**src/rtl/io_controller.sv**
```systemverilog
// Purpose : I/O instruction unit. OUT latches a register value into a display
//           register. IN stalls the core until a debounced button press, then
//           captures the switch bank.
// Latency : OUT - out_data updates and out_valid pulses one edge after out_req
//           in IDLE. IN - DEB_CYCLES+1 edges from the first sampled btn_enter
//           high in WAIT_PRESS to in_valid.
// Backpressure: pc_stall holds the core for the whole IN handshake. Requests
//           that arrive outside IDLE are dropped, so an IN always runs to DONE.
//
// Ports:
//   clock, reset      - system clock; synchronous active-high reset
//   IOE, IOsel, stall - control-unit decode (IOsel=1 IN, IOsel=0 OUT)
//   rs_data           - register-file RS value written by OUT
//   sw_in, btn_enter  - pre-synchronised board switches and confirm button
//   pc_stall          - freezes the PC and blocks writeback while IN waits
//   in_data, in_valid - captured switch word and its one-cycle strobe
//   out_data, out_valid - display register and its one-cycle update strobe
module io_controller #(
  parameter int DATA_W     = 32,
  parameter int SW_W       = 16,  // must not exceed DATA_W
  parameter int DEB_CYCLES = 4    // must be at least 1
) (
  input  logic              clock,
  input  logic              reset,
  input  logic              IOE,
  input  logic              IOsel,
  input  logic              stall,
  input  logic [DATA_W-1:0] rs_data,
  input  logic [SW_W-1:0]   sw_in,
  input  logic              btn_enter,
  output logic              pc_stall,
  output logic [DATA_W-1:0] in_data,
  output logic              in_valid,
  output logic [DATA_W-1:0] out_data,
  output logic              out_valid
);

  // The counter must be able to hold DEB_CYCLES itself, because the exit test
  // compares against that value.
  localparam int CNT_W = (DEB_CYCLES < 2) ? 1 : $clog2(DEB_CYCLES + 1);
  localparam logic [CNT_W-1:0] CNT_MAX = CNT_W'(DEB_CYCLES);

  typedef enum logic [2:0] {
    ST_IDLE       = 3'd0,
    ST_WAIT_REL   = 3'd1,
    ST_WAIT_PRESS = 3'd2,
    ST_DEBOUNCE   = 3'd3,
    ST_DONE       = 3'd4
  } state_t;

  state_t             state_q, state_d;
  logic [CNT_W-1:0]   cnt_q, cnt_d;
  logic [DATA_W-1:0]  in_data_q;
  logic [DATA_W-1:0]  out_data_q;
  logic               out_valid_q;

  logic               in_req;
  logic               out_req;
  logic               in_load;
  logic               out_load;
  logic [DATA_W-1:0]  sw_ext;

  assign in_req  = IOE & IOsel & stall;
  assign out_req = IOE & ~IOsel;

  // Zero-extend by slice assignment so that SW_W == DATA_W needs no
  // zero-width replication.
  always_comb begin
    sw_ext             = '0;
    sw_ext[SW_W-1:0]   = sw_in;
  end

  // Next-state logic.
  always_comb begin
    state_d  = state_q;
    cnt_d    = cnt_q;
    in_load  = 1'b0;
    out_load = 1'b0;

    case (state_q)
      ST_IDLE: begin
        if (in_req) begin
          state_d = ST_WAIT_REL;
        end else if (out_req) begin
          out_load = 1'b1;
        end
      end

      // A button still held from an earlier IN must be released before it
      // can confirm this one.
      ST_WAIT_REL: begin
        if (!btn_enter) begin
          state_d = ST_WAIT_PRESS;
        end
      end

      // The first sampled high level already counts as one qualifying cycle.
      ST_WAIT_PRESS: begin
        if (btn_enter) begin
          state_d = ST_DEBOUNCE;
          cnt_d   = CNT_W'(1);
        end
      end

      ST_DEBOUNCE: begin
        if (!btn_enter) begin
          state_d = ST_WAIT_PRESS;
          cnt_d   = '0;
        end else if (cnt_q == CNT_MAX) begin
          state_d = ST_DONE;
          in_load = 1'b1;
        end else begin
          // Only reached with cnt_q below CNT_MAX, so this cannot wrap.
          cnt_d = cnt_q + 1'b1;
        end
      end

      ST_DONE: begin
        state_d = ST_IDLE;
        cnt_d   = '0;
      end

      default: begin
        state_d = ST_IDLE;
        cnt_d   = '0;
      end
    endcase
  end

  always_ff @(posedge clock) begin
    if (reset) begin
      state_q     <= ST_IDLE;
      cnt_q       <= '0;
      in_data_q   <= '0;
      out_data_q  <= '0;
      out_valid_q <= 1'b0;
    end else begin
      state_q     <= state_d;
      cnt_q       <= cnt_d;
      out_valid_q <= out_load;
      if (in_load) begin
        in_data_q <= sw_ext;
      end
      if (out_load) begin
        out_data_q <= rs_data;
      end
    end
  end

  // The stall is combinational so that the IN instruction is frozen in the
  // same cycle it is decoded. It drops in DONE so the PC advances while the
  // captured word is written back.
  always_comb begin
    pc_stall = 1'b0;
    if (!reset) begin
      case (state_q)
        ST_IDLE:       pc_stall = in_req;
        ST_WAIT_REL,
        ST_WAIT_PRESS,
        ST_DEBOUNCE:   pc_stall = 1'b1;
        default:       pc_stall = 1'b0;
      endcase
    end
  end

  assign in_data   = in_data_q;
  assign in_valid  = (state_q == ST_DONE);
  assign out_data  = out_data_q;
  assign out_valid = out_valid_q;

endmodule
```
**config.mk**
```make
export PLATFORM = sky130hd
export DESIGN_NAME = io_controller
export DESIGN_NICKNAME = d
export VERILOG_FILES = /design/src/rtl/io_controller.sv
export SDC_FILE = /design/constraint.sdc
export NUM_CORES = 1
export LEC_CHECK = 0
export CAP_MARGIN = 20
export CORE_MARGIN = 3
export CORE_UTILIZATION = 42
export CTS_CLUSTER_SIZE = 10
export DETAILED_ROUTE_END_ITERATION = 8
export HOLD_SLACK_MARGIN = 0.05
export PLACE_DENSITY = 0.85
export SYNTH_ARGS = -nofsm -noshare
export SYNTH_HDL_FRONTEND = slang
export SYNTH_SLANG_ARGS = --single-unit
export TNS_END_PERCENT = 5
```
**constraint.sdc**
```tcl
create_clock -name clock -period 4.1 [get_ports clock]
set_input_delay 1.23 -clock clock [delete_from_list [all_inputs] [get_ports clock]]
set_output_delay 1.23 -clock clock [all_outputs]
set_load 0.02 [all_outputs]
```
== Word level (Yosys, flattened, before mapping) ==
Cells that the tools add are included.

* Register bits: 55
* Bits of input ports: 54
* Output and inout bits: 67
* Word-level logic and storage cells: 44

* Reductions and logical operators: 5
* Multiplexer cells: 18
* Bitwise logic cells: 5
* Eq/ne operators: 10
* Add/subtract/negate cells: 1

{| class="wikitable"
|+ Operator list
! operator !! number
|-
| $mux 3 || 8
|-
| $pmux 3 s4 || 1
|-
| $pmux 3 s3 || 1
|-
| $mux 1 || 7
|-
| $eq 3x2->1 const B || 2
|-
| $eq 3x3->1 const B || 2
|-
| $ne 2x2->1 const B || 3
|-
| $ne 3x3->1 const B || 2
|-
| $reduce_and 4->1 || 1
|-
| $add 3x1->3 const B || 1
|-
| $and 1x1->1 || 3
|-
| $eq 3x1->1 const B || 1
|-
| $logic_not 3->1 || 1
|-
| $reduce_and 3->1 || 1
|-
| $reduce_or 3->1 || 1
|-
| $not 1->1 || 2
|-
| $pmux 1 s2 || 1
|-
| $reduce_or 2->1 || 1
|}

== Depth between registers and ports, before layout ==
* Word-level depth: 5
* Gate-level depth with buffers: 7
* Mapped depth without buffers: 6

== Worst setup path after synthesis ==
OpenSTA, ideal clock, no wires.

* Kind: input to output
* Start: input reset
* End: output pc_stall
* Buffers on the path: 1
* Data arrival time: 1763 ps
* Data required time: 2870 ps
* Path slack: 1107 ps
* Stages on the path: 3
* Path through: clkbuf_1 nor2_1 o31a_1

* Word-level cells in the longest chain between the ends: 1

{| class="wikitable"
|+ Ends and longest elaborated chain
! element !! line !! text
|-
| start, declared || 24 || <nowiki>input logic reset,</nowiki>
|-
| $mux 1 || 155 || <nowiki>if (!reset) begin</nowiki>
|-
| end, declared || 31 || <nowiki>output logic pc_stall,</nowiki>
|}

No other way between the ends.

== Worst setup path in the final report ==
* Start: input IOsel
* End: output pc_stall

* Word-level cells in the longest chain between the ends: 4

{| class="wikitable"
|+ Ends and longest elaborated chain
! element !! line !! text
|-
| start, declared || 26 || <nowiki>input logic IOsel,</nowiki>
|-
| $and 1x1->1 (2 in a row) || 63 || <nowiki>assign in_req = IOE & IOsel & stall;</nowiki>
|-
| $pmux 1 s2 || 156 || <nowiki>case (state_q)</nowiki>
|-
| $mux 1 || 155 ||
|}

No other way between the ends.

==> impl_summary.txt <==
----------------------------------------------------
[STA]
  Unrepaired setup endpoints after global routing ... no
  Fin crit share ... 95.51%
  Maximum clock skew at final layout ... 0.006391 ns
  Final Hold Slack ... 0.4571 ns
  Total negative slack ... 0 ns
  Final hold violation count ... 0
  Total setup violations reported at the end of the flow ... 0
  Worst Tran Pin Value ... 0.5574 ns
  Number of max-slew violations in the final report ... 0
  Maximum frequency from static timing analysis ... 0.2554 GHz
  Tightest slew margin relative to the limit ... 62.84%
  Fin crit period ... 3.916 ns

[Setup path]
  Data arrival time at the worst-slack endpoint ... 2.69 ns
  Class of the most critical setup path ... input pin to primary output
  Capture point of the critical path ... pc_stall
  CP Capture Type ... primary output
  Register-to-Register Path Depth ... 5
  Worst r2r dst ... out_data[3]
  Crit start category ... input pin
  Worst Path Max Fanout ... 3
  CP startpoint ... IOsel
  Worst reg2reg path startpoint ... state_q[2]
  Required time of the critical path ... 2.87 ns
  Slack of the worst reg-to-reg path ... 2.26 ns

[Yosys]
  Synth warnings ... 0
  Mapped Cells ... 258
  Count of cell types in the netlist ... 35
  Prevailing post-synth register cell ... sky130_fd_sc_hd__dfxtp_1
  Asr flop ratio synth ... 0%
  Biggest area consumer among synthesized cells ... sky130_fd_sc_hd__dfxtp_1
  Fraction of post-synthesis cell area in the top cell type by area ... 49.03%
  Synth top area cells ... sky130_fd_sc_hd__dfxtp_1 49%, sky130_fd_sc_hd__nand2_1 11%, sky130_fd_sc_hd__a21oi_1 7.6%, sky130_fd_sc_hd__mux2i_1 7.1%, sky130_fd_sc_hd__buf_4 5.7%
  Number of flops mapped to enable cells by yosys ... 0
  Mapped cell area ... 2246 um2
  Share of the yosys chip area belonging to registers ... 49.03%
  Post-synthesis register bit count ... 55
  Mean instance size in the synthesized netlist ... 8.705 um2

[Route]
  Detailed Route Iter0 Violations ... 76
  Residual DRC count ... 0
  Antenna viol nets, final ... 0
  First-pass iteration count of the detailed router ... 4
  Total routed wirelength ... 5466 um
  Per-cell via count in the routed design ... 4.768
  Detailed-route via count ... 2017
  Routed WL per cell ... 12.92 um

[Clock tree]
  Later-pin clock latency in the skew report ... 0.29 ns
  Buffer levels on the longest clock path ... 2
  CTS sink count ... 55
  Quantity of hold-fixing buffers added after cts ... 0
  Post CTS Setup Buffer Count ... 0
  Cell at the root of the clock tree ... sky130_fd_sc_hd__clkbuf_8
  Clock transition time at the flip-flop clock pins of the worst setup and hold paths ... 0.09 ns
  Number of buffers created by CTS ... 5
  Clock tree from TritonCTS ... yes
  Deepest level of the CTS H-tree ... 2
  Cells resized by post-CTS repair ... 0

[Floorplanning]
  Cell Rows ... 25
  Number of primary I/O pins ... 121
  Die X ... 79.13 um
  Effective utilization at floorplan ... 45.44%
  Area of the die ... 6261 um2
  Placeable Area ... 4942 um2
  Vert. Die Dim ... 79.13 um

[Place]
  Count of buffers inserted at the top-level ports ... 104
  Sum of net half-perimeters after detailed placement ... 4063 um
  Global placement routability congestion ... 0.7731

[Power and ir drop]
  Portion of total power attributed to the clock network ... 25.3%
  Sw Share ... 28.68%
  Int Power ... 0.8831 mW
  Power per cell area ... 371.5 nW/um2
  Worst voltage drop across the vdd grid ... 0.0003539 V
  Switching power summed over all nets ... 0.3551 mW
  Leakage ... 1.192 nW
  Sequential power share ... 48.8%
  Combinational cell fraction of total power ... 26.0%

[Global routing]
  Wire length of the first global-routing pass ... 9025 um
  GRT busiest layer ... met2
  Initial antenna violation count ... 0
  Met2 Resource Use GR ... 30.81%
  Largest net degree at the start of global routing ... 56
  Global routing usage summed across all routing layers ... 17.74%
  Global Route met1 Usage ... 20.55%
  Via count of the first global-routing pass ... 1979
  Global-route met3 utilization ... 7.029%
  Congestion Overflow GR ... 0

[Job]
  Total of max-cap violations ... 0

[Final layout]
  Number of nets at the end of the flow ... 411
  Fraction of final layout cells with drive strength greater than 1 ... 5.618%
  Diodes inserted ... 0
  Syn-to-layout area delta ... 48.41%

[Status]
  Outcome ... completed

[Hold path]
  Worst hold-check path type ... register to register

----------------------------------------------------
## state kept, by name, indices dropped and copies added, names as in the netlist
| name | cells |
|---|---|
| cnt_q | 3 |
| in_data | 16 |
| out_data | 32 |
| out_valid | 1 |
| state_q | 3 |
## how the worst min path moves through the flow
stage,start,endpoint,slack (ns),cells after the start
floorplan,cnt_q[2],cnt_q[2],0.48,1
global placement,out_data[12],out_data[12],0.44,2
detailed placement,out_data[24],out_data[24],0.45,2
CTS,out_data[24],out_data[24],0.46,2
global route,out_data[17],out_data[17],0.48,2
finish,out_data[25],out_data[25],0.46,2
## area by class of cell
| type | count | area (um2) |
|---|---|---|
| inverter | 4 | 15.01 |
| clock buffer | 8 | 100.1 |
| sequential | 55 | 1101 |
| timing repair buffer | 108 | 1066 |
| fill | 428 | 1609 |
| tap | 67 | 83.83 |
| multi-input combinational | 181 | 967.2 |
## critical path, stage by stage
cell and delay, ns:
sky130_fd_sc_hd__clkdlybuf4s50_1 0.53, sky130_fd_sc_hd__and3_1 0.20, sky130_fd_sc_hd__o31a_1 0.12, sky130_fd_sc_hd__clkdlybuf4s50_1 0.60
## through the flow
step | utilization, % | std cells | area [um2] | total power, mW | worst slack, ns
after floorplan | - | 273 | 2302 | 0.8170 | 1.107
after global placement | 65.42 | 415 | 3233 | 0.9328 | 0.2083
after detailed placement | 65.42 | 415 | 3233 | 0.9401 | 0.1857
after CTS | 67.44 | 423 | 3333 | 1.260 | 0.1768
after global routing | 67.44 | 423 | 3333 | 1.315 | 0.1046
final | 67.44 | 423 | 3333 | 1.238 | 0.1839
## cells by family (layout without fill, tap and decap cells)
family / Yosys count / count (layout) / synth area share [%]
adder cells (fa/ha/maj): 2 / 2 / 1.114
multiplexers: 18 / 18 / 8.133
flip-flops: 55 / 55 / 49.03
AND/OR/NAND/NOR: 102 / 102 / 19.95
buffers and inverters: 37 / 120 / 10.97
AO/OA/AOI/OAI: 43 / 43 / 10.64
other: 1 / 16 / 0.1670
## power by group through the flow
stage	Sequential (mW)	Combinational [mW]	Clock (mW)
CTS	0.604	0.326	0.330
global route	0.611	0.350	0.354
finish	0.604	0.322	0.313
detailed placement	0.616	0.324	0
global placement	0.615	0.318	0
floorplan	0.640	0.177	0
## placed cells by master, fill, tap and decap left out, types with 2 or more instances in the layout
cell	count
sky130_fd_sc_hd__clkdlybuf4s50_1	103
sky130_fd_sc_hd__nand2_1	66
sky130_fd_sc_hd__dfxtp_1	55
sky130_fd_sc_hd__a21oi_1	34
sky130_fd_sc_hd__nor2_1	21
sky130_fd_sc_hd__mux2i_1	16
sky130_fd_sc_hd__conb_1	16
sky130_fd_sc_hd__clkbuf_8	7
sky130_fd_sc_hd__inv_1	4
sky130_fd_sc_hd__buf_4	4
sky130_fd_sc_hd__nor3_1	2
sky130_fd_sc_hd__o21ai_0	2
sky130_fd_sc_hd__mux2_2	2
sky130_fd_sc_hd__ha_1	2
## metal layers
| metal | wire [um] | share of wire, % |
|---|---|---|
| met5 | 0 | 0 |
| met4 | 16 | 0.29 |
| met3 | 466 | 8.5 |
| met2 | 2743 | 50 |
| met1 | 2240 | 41 |
## cell usage after synthesis (2+ instances only)
master / n
sky130_fd_sc_hd__buf_6: 5
sky130_fd_sc_hd__a21oi_1: 34
sky130_fd_sc_hd__nand2_1: 66
sky130_fd_sc_hd__dfxtp_1: 55
sky130_fd_sc_hd__mux2i_1: 16
sky130_fd_sc_hd__nor3_1: 2
sky130_fd_sc_hd__nor2_1: 21
sky130_fd_sc_hd__o21ai_0: 2
sky130_fd_sc_hd__inv_1: 4
sky130_fd_sc_hd__mux2_2: 2
sky130_fd_sc_hd__clkbuf_1: 6
sky130_fd_sc_hd__buf_2: 5
sky130_fd_sc_hd__ha_1: 2
sky130_fd_sc_hd__buf_4: 17
Note: power is estimated with default switching activity, not from simulation.
==> RTL change 1 (same flow settings) <==
`DEB_CYCLES`: 4 -> 8.
--- a/src/rtl/io_controller.sv
+++ b/src/rtl/io_controller.sv
@@ -18,7 +18,7 @@
 module io_controller #(
   parameter int DATA_W     = 32,
   parameter int SW_W       = 16,  // must not exceed DATA_W
-  parameter int DEB_CYCLES = 4    // must be at least 1
+  parameter int DEB_CYCLES = 8    // must be at least 1
 ) (
   input  logic              clock,
   input  logic              reset,
Behaviour: not the same (Yosys sat finds a counterexample within 10 cycles, from zero or initial values and one cycle with reset high).
==> RTL change 1 against the original RTL <==
Sequential power down 4.5%. Area after synthesis up 14%. Total power down 4.8%. Final area up 9.9%. Combinational power down 35%. Global-route usage down 0.34 points. Largest power group unchanged. Die area up 13%. Wire length up 17%. Critical path type unchanged. Critical path depth unchanged. Sequential cell count up 1. Worst setup slack better by 5.1 ps.
==> RTL change 1: results <==
group,metric,value,unit
route,wl_met3,668,µm
critical_path,crit_arrival,2680,ps
global_routing,grt_max_degree,70,
power_and_ir_drop,pwr-share-clk,0.332,
power_and_ir_drop,seq_power_share,0.490,
logic_synthesis,synth_compound_area_frac,0.154,
route,wl_met1,2770,µm
place,hpwl,4390,µm
cells_and_area,diodes,0,
route,dr_total_vias,2404,
route,wire_per_inst,14.0,µm
logic_synthesis,synthMuxAreaShare,0.0666,
power_and_ir_drop,pg_clk,391,µW
logic_synthesis,synth.area.top_cells,"dfxtp_1 (44%), nand2b_1 (8.1%), nand3_1 (7.1%)",
logic_synthesis,seq_area_frac_synth,0.439,
cts,cts_setup_buffers,0,
cts,clk-insertion-delay-late,310,ps
critical_path,r2r-end,"out_data[24]$_SDFFE_PP0P_",
route,met2_wirelength,2820,µm
cells_and_area,drive_gt1_frac,0.0443,
global_routing,grt_use_total,0.174,
power_and_ir_drop,vdd_drop_max,0.182,mV
global_routing,grt_pass1_wl,10300,µm
critical_path,timing.rr.start,"state_q[0]$_SDFFE_PP0P_",
logic_synthesis,syn_area_per_cell,8.66,µm²
place,placed_cells,448,
route,drt_first_pass_iters,4,
timing,finClkSkew,8.37,ps
logic_synthesis,synth_fa_ha_area_frac,0.00979,
place,numPortBuffers,104,
timing,fin_ws,189,ps
run_status,status,"complete, no violations",
cts,path_clk_slew,100,ps
power_and_ir_drop,swShare,0.253,
power_and_ir_drop,p_leak,1.26,nW
critical_path,ff2ff_path_depth,3,
critical_path,rrSetupSlack,2340,ps
place,place_ws,198,ps
logic_synthesis,synth_common_cells,"dfxtp_1 (56), nand3_1 (36), a21oi_1 (35)",
RTL change 1: changes by cell type after synthesis, sizes merged, moves of 2 or more:
cell,change
or4,+3
nor2b,+2
nor2,-17
o211ai,+2
nor4bb,+2
clkbuf,+14
inv,+3
o21ai,+32
nand3,+36
nand2b,+32
buf,-5
mux2,-2
nand2,-65
RTL change 1: worst min path at each step:
stage / slack [ps] / cells after the start / start / endpoint
floorplan: 480 / 2 / cnt_q[1]$_SDFFE_PP0P_ / cnt_q[1]$_SDFFE_PP0P_
global placement: 460 / 2 / in_data[3]$_SDFFE_PP0P_ / in_data[3]$_SDFFE_PP0P_
detailed placement: 470 / 2 / out_data[6]$_SDFFE_PP0P_ / out_data[6]$_SDFFE_PP0P_
CTS: 480 / 2 / out_data[6]$_SDFFE_PP0P_ / out_data[6]$_SDFFE_PP0P_
global route: 500 / 2 / in_data[5]$_SDFFE_PP0P_ / in_data[5]$_SDFFE_PP0P_
finish: 480 / 2 / in_data[13]$_SDFFE_PP0P_ / in_data[13]$_SDFFE_PP0P_
RTL change 1: area by class of cell:
class | count | area, µm²
clock inverters | 1 | 30.0
inverters | 7 | 26.3
repair buffers | 108 | 1070
fillers | 482 | 2040
well taps | 72 | 90.1
multi-input cells | 205 | 1230
flip-flops and latches | 56 | 1120
clock buffers | 7 | 96.3
RTL change 1: metal layers:
metal / up-vias / track usage
li1: 1164 / -
met1: 1114 / 0.214
met2: 114 / 0.269
met3: 12 / 0.0800
met4: 0 / 0.0585
met5: - / 0
RTL change 1: worst max-delay path, cell delays in order:
cell	delay, ps
clkdlybuf4s50_1	490
a311oi_1	340
nor2_1	70
clkdlybuf4s50_1	540
==> RTL change 2 (config.mk and constraints unchanged) <==
Made on the original files. Reset style: asynchronous (`reset`), changed in one clocked block. Comments in the files are not updated.
--- a/src/rtl/io_controller.sv
+++ b/src/rtl/io_controller.sv
@@ -127,7 +127,7 @@
     endcase
   end
 
-  always_ff @(posedge clock) begin
+  always_ff @(posedge clock or posedge reset) begin
     if (reset) begin
       state_q     <= ST_IDLE;
       cnt_q       <= '0;
Behaviour: differs if reset is asserted again (counterexample within 4 cycles, from zero or initial values and one cycle with reset high); with reset held inactive, the same outputs for 10 cycles.
==> RTL change 2 against the original RTL <==
Fmax is 0.36% higher. Via count fell by 21%. Wire length fell by 14%. Sequential share of layout area grew 6.5 points. Final area grew 4.5%. Sequential cell count unchanged. Area after synthesis grew 5.2%. Worst setup slack improved by 14 ps. Global-route usage down 3.1 points. Synthesized cell count fell by 36%. Critical path type unchanged. Critical endpoint unchanged.
Power is not compared: it rests on default switching activity, and its combinational part moved more than twofold at a synthesized area within 25%.
==> RTL change 2: results <==
group,metric,value,unit
worst_hold_path,hold_path.startpoint,"out_data[21]$_DFFE_PP0P_",
cts,cts_setup_buffers,0,
global_routing,grt_use_total,0.146,
cts,clk-insertion-delay-late,300,ps
cells_and_area,diodes,0,
critical_path,cp_max_fo,2,
logic_synthesis,seq_area_frac_synth,0.583,
timing,finClkSkew,5.05,ps
critical_path,timing.rr.start,"state_q[2]$_DFFE_PP0P_",
cells_and_area,drive_gt1_frac,0.219,
logic_synthesis,yosysUniqueCellTypes,29,
cts,cts_buffers,5,
timing,setup_viol,0,
critical_path,r2r-end,"in_data[8]$_DFFE_PP0P_",
place,gp_congestion,0.777,
place,place_area,3380,µm²
logic_synthesis,synthMuxAreaShare,0.247,
route,drt_first_iter_violations,32,
power_and_ir_drop,vdd_drop_max,0.395,mV
place,hpwl,3640,µm
global_routing,grt_max_degree,34,
place,numPortBuffers,104,
logic_synthesis,synth.area.top_cells,"dfrtp_1 (58%), mux2_2 (19%), buf_4 (6.0%)",
route,wire_per_inst,13.9,µm
power_and_ir_drop,p_leak,1.59,nW
global_routing,grt_pass1_wl,7330,µm
logic_synthesis,yosysTopAreaCell,"dfrtp_1",
logic_synthesis,synth_common_cells,"dfrtp_1 (55), mux2_2 (39), buf_4 (19)",
logic_synthesis,synthXorXnorAreaFrac,0,
critical_path,crit_arrival,2670,ps
critical_path,ff2ff_path_depth,4,
timing,relSlewSlack,0.627,
critical_path,rrSetupSlack,2370,ps
cts,cts_resized,0,
worst_hold_path,hold_depth,1,
logic_synthesis,async_reset_ff_frac,1.00,
cts,htree_levels,2,
cts,clock_path_buffers,2,
route,drt_first_pass_iters,4,
cts,path_clk_slew,90,ps
global_routing,antenna_found_initial,0,
cells_and_area,fin_nets,325,
route,dr_total_vias,1591,
worst_hold_path,hold_path.class,"reg -> reg",
logic_synthesis,yosys_warnings,0,
logic_synthesis,synth_compound_area_frac,0.0291,
cells_and_area,largest_reg_flops,32,
logic_synthesis,synth_fa_ha_area_frac,0.0106,
cells_and_area,fillers,394,
worst_hold_path,hold-path-endpoint,"out_data[21]$_DFFE_PP0P_",
run_status,status,"complete, no violations",
cts,clockRootBuffer,"clkbuf_8",
==> RTL change 2: final cells by class <==
cell class,instances,area [µm²],area share
inverters,4,15.0,0.00431
clock buffers,8,100,0.0287
multi-input cells,96,840,0.241
well taps,70,87.6,0.0252
repair buffers,107,1060,0.305
flip-flops and latches,55,1380,0.395
==> RTL change 2: power breakdown <==
group	leakage (nW)	total, mW	switching [mW]	internal, mW
combinational	0.820	1.17	0.519	0.647
clock	0.0515	0.310	0.156	0.154
sequential	0.723	0.925	0.139	0.786
total	1.59	2.40	0.814	1.59
==> RTL change 2: metal layers <==
| metal | vias to the layer above | global-route usage | part of all wire |
|---|---|---|---|
| met1 | 757 | 0.161 | 0.39 |
| met5 | - | 0 | 0 |
| met2 | 85 | 0.255 | 0.49 |
| li1 | 743 | - | - |
| met4 | 0 | 0.0507 | 0.012 |
| met3 | 6 | 0.0588 | 0.11 |
==> RTL change 2: through the flow <==
step           cells  hold slack (ps)  power (mW)  setup WS [ps]  utilization
6_report         340              509        2.40            198        0.661
5_1_grt          340              525        2.55            161        0.661
4_1_cts          340              516        2.43            201        0.661
3_5_place_dp     332              495        2.12            201        0.642
3_3_place_gp     332              488        2.08            232        0.642
2_1_floorplan    179              497        1.54           1120            -
==> RTL change 2: how the worst max path moves through the flow <==
stage | startpoint | slack [ps] | endpoint
after detailed placement | IOE | 200 | pc_stall
after global placement | IOsel | 230 | pc_stall
after CTS | IOE | 200 | pc_stall
final | IOsel | 200 | pc_stall
after global routing | IOE | 160 | pc_stall
after floorplan | stall | 1120 | pc_stall
==> RTL change 2: logic make-up after synthesis <==
group | count (synthesis)
flip-flops | 55
multiplexers | 49
buffers and inverters | 28
AND/OR/NAND/NOR | 19
AO/OA/AOI/OAI | 10
adder cells (fa/ha/maj) | 2
other | 1
==> RTL change 2: critical path: stages <==
cell             delay [ps]
clkdlybuf4s50_1         490
nand3_1                  80
a21o_1                  190
nor2_1                   80
clkdlybuf4s50_1         610
